## config.mk

```make
export PLATFORM = sky130hd
export DESIGN_NAME = mod_addsub_pipe
export DESIGN_NICKNAME = d
export VERILOG_FILES = /design/src/rtl/ntt_arith_pkg.sv /design/src/rtl/mod_addsub_lane.sv /design/src/rtl/mod_addsub_pipe.sv
export SDC_FILE = /design/constraint.sdc
export NUM_CORES = 1
export LEC_CHECK = 0
export CORE_MARGIN = 4
export CORE_UTILIZATION = 30
export CTS_BUF_LIST = sky130_fd_sc_hd__clkbuf_4
export CTS_CLUSTER_DIAMETER = 30
export DETAILED_ROUTE_END_ITERATION = 7
export SETUP_SLACK_MARGIN = 0.5
export SYNTH_ARGS = -nofsm -noshare
export SYNTH_HDL_FRONTEND = slang
export SYNTH_SLANG_ARGS = --single-unit
```

## constraint.sdc

```tcl
create_clock -name clk -period 2.5 [get_ports clk]
set_clock_uncertainty 0.05 [all_clocks]
set_input_delay 0.5 -clock clk [delete_from_list [all_inputs] [get_ports clk]]
set_output_delay 0.5 -clock clk [all_outputs]
set_load 0.005 [all_outputs]
```

## src/rtl/ntt_arith_pkg.sv

```systemverilog
// Shared arithmetic definitions for the NTT datapath: op encoding, default
// Kyber parameters and a helper that extracts one lane from a packed bus.
package ntt_arith_pkg;

  localparam logic OP_ADD = 1'b0;
  localparam logic OP_SUB = 1'b1;

  localparam int DEF_DATA_WIDTH = 12;
  localparam int DEF_MODULUS    = 3329;

  // Widest packed bus the slice helper accepts; callers zero-extend to this.
  localparam int BUS_MAX = 256;

  function automatic logic [31:0] lane_slice(input logic [BUS_MAX-1:0] bus,
                                             input int lane,
                                             input int width);
    logic [BUS_MAX-1:0] w_sh;
    w_sh = bus >> (lane * width);
    return w_sh[31:0] & ((32'h1 << width) - 32'h1);
  endfunction

endpackage

```

## src/rtl/mod_addsub_lane.sv

```systemverilog
// One lane of the modular add/subtract pipeline: stage 1 forms the raw
// sum/difference with its carry/borrow, stage 2 folds it back into [0, M-1].
module mod_addsub_lane
  import ntt_arith_pkg::*;
#(
  parameter int DATA_WIDTH = DEF_DATA_WIDTH,
  parameter int MODULUS    = DEF_MODULUS
) (
  input  logic                  clk,
  input  logic                  rst_n,
  input  logic                  i_en1,
  input  logic                  i_en2,
  input  logic                  i_op,
  input  logic [DATA_WIDTH-1:0] i_x,
  input  logic [DATA_WIDTH-1:0] i_y,
  output logic [DATA_WIDTH-1:0] o_z
);

  localparam logic [DATA_WIDTH:0] MOD_W = (DATA_WIDTH+1)'(MODULUS);

  logic [DATA_WIDTH:0]   r_sum;
  logic                  r_op;
  logic [DATA_WIDTH-1:0] r_z;

  logic [DATA_WIDTH:0]   w_xe;
  logic [DATA_WIDTH:0]   w_ye;
  logic [DATA_WIDTH-1:0] w_t;
  logic [DATA_WIDTH-1:0] w_fix;
  logic [DATA_WIDTH-1:0] w_corr;

  assign w_xe = {1'b0, i_x};
  assign w_ye = {1'b0, i_y};

  always_ff @(posedge clk or negedge rst_n) begin
    if (!rst_n) begin
      r_sum <= '0;
      r_op  <= OP_ADD;
    end else if (i_en1) begin
      r_op  <= i_op;
      r_sum <= (i_op == OP_SUB) ? (w_xe - w_ye) : (w_xe + w_ye);
    end
  end

  // Only the low DATA_WIDTH bits of r-M and r+M survive, so compute them narrow.
  assign w_t   = r_sum[DATA_WIDTH-1:0] - MOD_W[DATA_WIDTH-1:0];
  assign w_fix = r_sum[DATA_WIDTH-1:0] + MOD_W[DATA_WIDTH-1:0];

  always_comb begin
    w_corr = r_sum[DATA_WIDTH-1:0];
    if (r_op == OP_ADD) begin
      if (r_sum >= MOD_W) w_corr = w_t;
    end else if (r_sum[DATA_WIDTH]) begin
      w_corr = w_fix;
    end
  end

  always_ff @(posedge clk or negedge rst_n) begin
    if (!rst_n) r_z <= '0;
    else if (i_en2) r_z <= w_corr;
  end

  assign o_z = r_z;

endmodule

```

## src/rtl/mod_addsub_pipe.sv

```systemverilog
// Multi-lane two-stage modular adder/subtractor with valid/ready on both
// sides; the lanes share one op and one pair of stage valids.
module mod_addsub_pipe
  import ntt_arith_pkg::*;
#(
  parameter int DATA_WIDTH = DEF_DATA_WIDTH,
  parameter int MODULUS    = DEF_MODULUS,
  parameter int LANES      = 2
) (
  input  logic                        clk,
  input  logic                        rst_n,
  input  logic                        in_valid,
  output logic                        in_ready,
  input  logic                        in_op,
  input  logic [LANES*DATA_WIDTH-1:0] in_x,
  input  logic [LANES*DATA_WIDTH-1:0] in_y,
  output logic                        out_valid,
  input  logic                        out_ready,
  output logic [LANES*DATA_WIDTH-1:0] out_z
);

  logic r_v1;
  logic r_v2;
  logic w_adv1;
  logic w_adv2;
  logic w_en1;
  logic w_en2;

  logic [BUS_MAX-1:0] w_x_bus;
  logic [BUS_MAX-1:0] w_y_bus;

  assign w_adv2 = ~r_v2 | out_ready;
  assign w_adv1 = ~r_v1 | w_adv2;
  assign w_en1  = in_valid & w_adv1;
  // Stage-2 data only loads a real beat, so out_z never changes under a stall.
  assign w_en2  = w_adv2 & r_v1;

  always_ff @(posedge clk or negedge rst_n) begin
    if (!rst_n) begin
      r_v1 <= 1'b0;
      r_v2 <= 1'b0;
    end else begin
      if (w_adv1) r_v1 <= in_valid;
      if (w_adv2) r_v2 <= r_v1;
    end
  end

  assign in_ready  = w_adv1;
  assign out_valid = r_v2;

  assign w_x_bus = BUS_MAX'(in_x);
  assign w_y_bus = BUS_MAX'(in_y);

  for (genvar gi = 0; gi < LANES; gi++) begin : g_lane
    logic [DATA_WIDTH-1:0] w_x;
    logic [DATA_WIDTH-1:0] w_y;
    logic [DATA_WIDTH-1:0] w_z;

    assign w_x = DATA_WIDTH'(lane_slice(w_x_bus, gi, DATA_WIDTH));
    assign w_y = DATA_WIDTH'(lane_slice(w_y_bus, gi, DATA_WIDTH));

    mod_addsub_lane #(
      .DATA_WIDTH(DATA_WIDTH),
      .MODULUS   (MODULUS)
    ) u_lane (
      .clk  (clk),
      .rst_n(rst_n),
      .i_en1(w_en1),
      .i_en2(w_en2),
      .i_op (in_op),
      .i_x  (w_x),
      .i_y  (w_y),
      .o_z  (w_z)
    );

    assign out_z[gi*DATA_WIDTH +: DATA_WIDTH] = w_z;
  end

endmodule
```

Word level (Yosys, flattened, before mapping):

Cells that the tools add are included.

* flip-flop bits (word level): 53
* bits in latches: 0
* bits in writable memories: 0
* bits in read-only memories: 0
* input bits: 53
* output and inout bits: 26
* logic and storage cells: 31
* memories: 0

* add/subtract/negate cells: 8
* multiply operators: 0
* div/mod/pow operators: 0
* $lt $le $gt $ge: 2
* eq/ne operators: 0
* shift-type cells: 0
* muxes and demuxes: 8
* bitwise operators: 6
* reduce and logical (&&, ||, !) cells: 0

Operators by type and width (number)
* 2-to-1 mux 12 bit: 6
* adder 12 x 12 -> 13 bit: 2
* >= comparator 13 x 12 -> 1 bit, second input constant: 2
* 2-to-1 mux 13 bit: 2
* subtractor 12 x 12 -> 13 bit: 2
* adder 12 bit, second input constant: 2
* subtractor 12 bit, second input constant: 2
* bitwise AND 1 bit: 2
* inverter 1 bit: 2
* OR 1 bit: 2

Logic depth before layout (Yosys ltp):

* depth after elaboration: 4
* mapped depth: 13
* mapped depth without buffers: 13

Hierarchy:

Synthesis repeated with hierarchy kept, for this count alone.

* cell total of the unflattened synthesis: 590
* area, all modules: 4978.5 um2

Modules (own cells, without submodules)
* mod_addsub_lane (g_lane[0].u_lane): times used 1, cells an instance 286, area an instance 2437.3 um2, seq. area each 650.6 um2
* mod_addsub_lane (g_lane[1].u_lane): times used 1, cells an instance 296, area an instance 2437.3 um2, seq. area each 650.6 um2
* mod_addsub_pipe: times used 1, cells an instance 8, area an instance 103.8 um2, seq. area each 50.0 um2

Worst setup path before layout:

No wires, ideal clock.

* path kind: in2reg
* from: input in_y[3]
* to: register g_lane[0].u_lane.r_sum[12]
* library setup time: 0.131 ns
* data arrival time: 2.989 ns
* required time: 2.319 ns
* path slack: -0.671 ns
* stages on the path: 12
* buffers on the path: 0
* cells stage by stage: nor3_1 nand2_1 nor4_1 a21oi_1 xnor2_1 ha_1 a21o_1 a211o_1 or4_1 a31oi_2 xnor2_1 o21ai_1

* cells in the longest elaborated chain, start to end: 2
* elaborated cells on any way between the ends: 3
* those cells by class: add/sub (2); mux (1)

RTL lines
* from (decl): RTL line mod_addsub_pipe.sv:16 `input logic [LANES*DATA_WIDTH-1:0] in_y,`
* adder 12 x 12 -> 13 bit or subtractor 12 x 12 -> 13 bit (tied branches): RTL line mod_addsub_lane.sv:40 `r_sum <= (i_op == OP_SUB) ? (w_xe - w_ye) : (w_xe + w_ye);`
* 2-to-1 mux 13 bit (*): RTL line mod_addsub_lane.sv:40
* to (signal assigned): RTL line mod_addsub_lane.sv:40
* to (decl): RTL line mod_addsub_lane.sv:21 `logic [DATA_WIDTH:0] r_sum;`

Mark *: on every way between the ends. The rest lies on a longest branch, timed or not.
A chain may end at the register's enable or synchronous reset.

Worst setup path after layout:

* from: input in_y[4]
* to: register g_lane[0].u_lane.r_sum[12]

Same word-level chain as after synthesis.

==> run summary <==
The headroom to the max-slew limit is between 50% and 60%. For this design, the CTS-stage hold fixing added 0 buffers. Sequential elements use slightly below 30% of the synthesized area. dfrtp_1 takes more of the synthesized area than any other cell. The number of cell instances on the worst register-to-register path came out at 7.

The critical setup path kind is in2reg. The footprint of the multi-input gates is approximately 3600 um^2. The final-stage net count is 828. The finished cells cover ~7400 um^2. The warning count from the yosys run is 0. The number of fillers in the final layout came out at about 1,400. The clock insertion delay at the later pin of the skew report is between 0.3 and 0.4 ns. The leftover overflow at the end of global routing is 0. Buffers inserted during clock tree synthesis total 5.

The initial antenna violation count is 0. The tree built by TritonCTS fans out to 53 sinks. The number of endpoints failing setup at the final stage came out at 3. The areal power density over the cells came out at 595 nW/um^2. The most repeated library cell on the critical path is xnor2_1. The most frequent cell after synthesis is nand2_1. The overall routing resource usage is 14.9%. In this run the worst hold path is classified as in2async. The critical path's top delay family is simple AND/OR/NAND/NOR gates. The total via count in the routed design is about 4,600. The number of non-filler instances in the completed layout came out at approximately 900.

The synthesized area per cell is 8.21 um^2. The total number of H-tree levels came out at 2. The share of final-layout standard cells stronger than drive strength 1 is roughly 37%.

The half-perimeter wire length after detailed placement came out at 9510 um. The total number of cells along the worst setup path came out at 14. The die covers 17,000 um^2. The average wire per cell in the routed design came out at between 10 and 15 um. The placement row count came out at 44. In this run the tool buffered the top-level ports with between 70 and 80 buffer cells. The worst setup path is captured at a register. The post-synth net total is 636. The first-pass iteration count of the detailed router is 4.

Yosys mapped a number of flops with a built-in enable equal to 0. The post-route worst setup slack came out at -0.227 ns. The synthesized design contains 53 register bits. Sorting the synthesized cells by area gives the leading types as dfrtp_1 (29%), xnor2_1 (9.3%), ha_1 (8.9%). Prior to clock tree synthesis, the placed netlist has a worst setup slack of -0.993 ns. Setup repair after global routing could not meet its margin everywhere.

The count of nets left with antenna violations after detail routing is 0. The pin count of the biggest net entering global routing is 54. On the worst path, the slowest cell contributes a delay of about 0.43 ns.

The sequential cells in the finished layout cover a total of around 1300 um^2. The leakage power came out at 3.11 nW. The post-route fraction of the period consumed by the critical path is 109%. The register-to-register setup slack is around 0.22 ns. The shortest clock period the worst path allows after layout came out at approximately 2.7 ns.

The initial cell density of the core came out at approximately 30%. The area fraction of the dominant cell type after synthesis is 29.4%. The run finished, with violations left.

In the synthesized netlist, the cells that appear most often are nand2_1 (66), dfrtp_1 (53), o21ai_0 (52). STA classifies the critical path startpoint as an input port. The die is around 130 um wide. The gate count of the mapped netlist came out at 549.

The synthesized netlist occupies a cell area of roughly 4500 um^2. The measured slew at the worst slew-check pin came out at approximately 0.66 ns. TritonCTS built the clock tree. The worst hold-check slack is between 0.15 and 0.2 ns. The endpoint arrival time on the critical path is between 2 and 3 ns. The detailed-route wire length is 13,000 um.

The highest-delay cell along the critical path is or4_4. Clock tree synthesis selected as its root buffer the cell clkbuf_4. The number of global-route vias before repair is about 4,500. The final number of max-transition violations is 0. The share of synthesized flip-flops with an asynchronous set or reset is 100%. The number of vias per cell came out at 4.98. The final hold violation count is 0. The number of buffer and inverter stages on the critical path came out at 2. The required time at the endpoint of the critical path is about 2.7 ns. The standard cell core area is 14,600 um^2. For this run, the leading register cell type out of synthesis is dfrtp_1. The peak clock frequency supported by timing came out at between 300 and 400 MHz. The cell count after placement came out at between 800 and 900. The biggest fanout along the worst timing path is 3.

The weighted congestion at the end of routability-driven global placement came out at ~0.86. The final reports fail on negative setup slack. The worst supply voltage drop on vdd came out at approximately 0.24 mV. The clock input transition at the sequential cells of the worst setup and hold paths came out at roughly 0.15 ns. The I/O pin count came out at roughly 80. Across the run, the number of max-cap violations was 0.

From synthesis to final layout, the design area changed by 63.3%. The global-route wire length before repair is approximately 21,000 um. The post-detailed-placement cell area came out at 6300 um^2. The number of different library cells used by synthesis comes to 65.

The die height is 131 um. The largest buffer count on any clock path came out at 2. The detailed router finished its first iteration with 185 violations. The remaining design rule violation count came out at 0. The critical path goes through buf_8 > nor3_4 > nand2_2 > buf_6 > nor3b_4 > a21oi_2 > xnor2_1 > ha_2 > a21o_1 > a211o_1 > or4_4 > a31oi_4 > xnor2_1 > o21ai_1.
==> power by group <==
| part | switching [mW] | internal [mW] |
|---|---|---|
| clock | 0.267 | 0.124 |
| combinational | 1.07 | 1.39 |
| sequential | 0.389 | 1.14 |
| total | 1.73 | 2.65 |
==> worst paths after layout <==
kind | end | start
worst max register to register | g_lane[0].u_lane.o_z[11] | g_lane[0].u_lane.r_sum[0]
max in group asynchronous | g_lane[1].u_lane.r_sum[2] | rst_n
worst max-delay path | g_lane[0].u_lane.r_sum[12] | in_y[4]
min in group clk | g_lane[1].u_lane.o_z[7] | g_lane[1].u_lane.o_z[7]
worst min-delay path | g_lane[1].u_lane.o_z[4] | rst_n
worst min register to register | g_lane[1].u_lane.o_z[7] | g_lane[1].u_lane.o_z[7]
==> state kept, by name (all words and copies together), names as in the netlist <==
register and count:
r_v1 1, g_lane.u_lane.o_z 24, out_valid 1, g_lane.u_lane.r_op 1, g_lane.u_lane.r_sum 26
==> area by class of cell <==
| class | instances | share of cell area (%) |
|---|---|---|
| diodes | 1 | 0.0340 |
| clock buffers | 6 | 0.612 |
| clock inverters | 2 | 0.187 |
| inverters | 22 | 1.39 |
| multi-input cells | 446 | 49.4 |
| flip-flops and latches | 53 | 18.1 |
| well taps | 184 | 3.13 |
| repair buffers | 213 | 27.2 |
==> worst register-to-register path, delay by kind of cell (launching register included) <==
| kind | cells | cell delay (ns) |
|---|---|---|
| simple gates | 3 | 0.86 |
| flops | 1 | 0.54 |
| compound gates | 2 | 0.30 |
| fa+ha+maj | 1 | 0.23 |
| xor+xnor | 1 | 0.21 |
==> cell families after synthesis <==
group                    count (synthesis)  synth area share, %
adder cells (fa/ha/maj)                 34                 9.77
multiplexers                             6                 1.44
flip-flops                              53                 29.4
buffers and inverters                   50                 4.53
AND/OR/NAND/NOR                        184                 20.1
AO/OA/AOI/OAI                          161                 22.8
XOR/XNOR                                61                 11.9
==> stage by stage <==
stage | power, mW | TNS [ns] | utilization (%)
2_1_floorplan | 2.69 | -0.933 | -
3_3_place_gp | 3.57 | -11.14 | 43.0
3_5_place_dp | 3.64 | -11.87 | 43.0
4_1_cts | 4.23 | -0.678 | 47.4
5_1_grt | 4.74 | -0.887 | 50.2
6_report | 4.38 | -0.372 | 50.3
==> layer usage <==
layer | GRT usage [%] | up-vias | part of all wire, %
met1 | 21.4 | 2133 | 48
met5 | 0 | - | 0
met2 | 24.0 | 116 | 46
met3 | 1.79 | 16 | 4.2
met4 | 3.57 | 0 | 1.7
li1 | - | 2354 | -
==> layout by cell type (no fill, tap or decap), types with 10 or more instances in the layout <==
master	instances
nand2_1	65
buf_4	100
dfrtp_1	50
nor2_1	26
inv_1	13
a31oi_1	10
xor2_1	12
a21oi_1	11
clkdlybuf4s50_1	56
xnor2_1	42
ha_1	19
nor3_1	10
o21ai_0	33
a21oi_2	18
o21ai_1	26
buf_6	32
==> repair_timing <==
item                                    4_1_cts  5_1_grt
resized for setup                           141       80
pin swaps                                    73       75
endpoints found under the setup margin       41       41
cloned                                        2        0
buffers inserted                             28       14
Power figures use the tool's default switching activity.
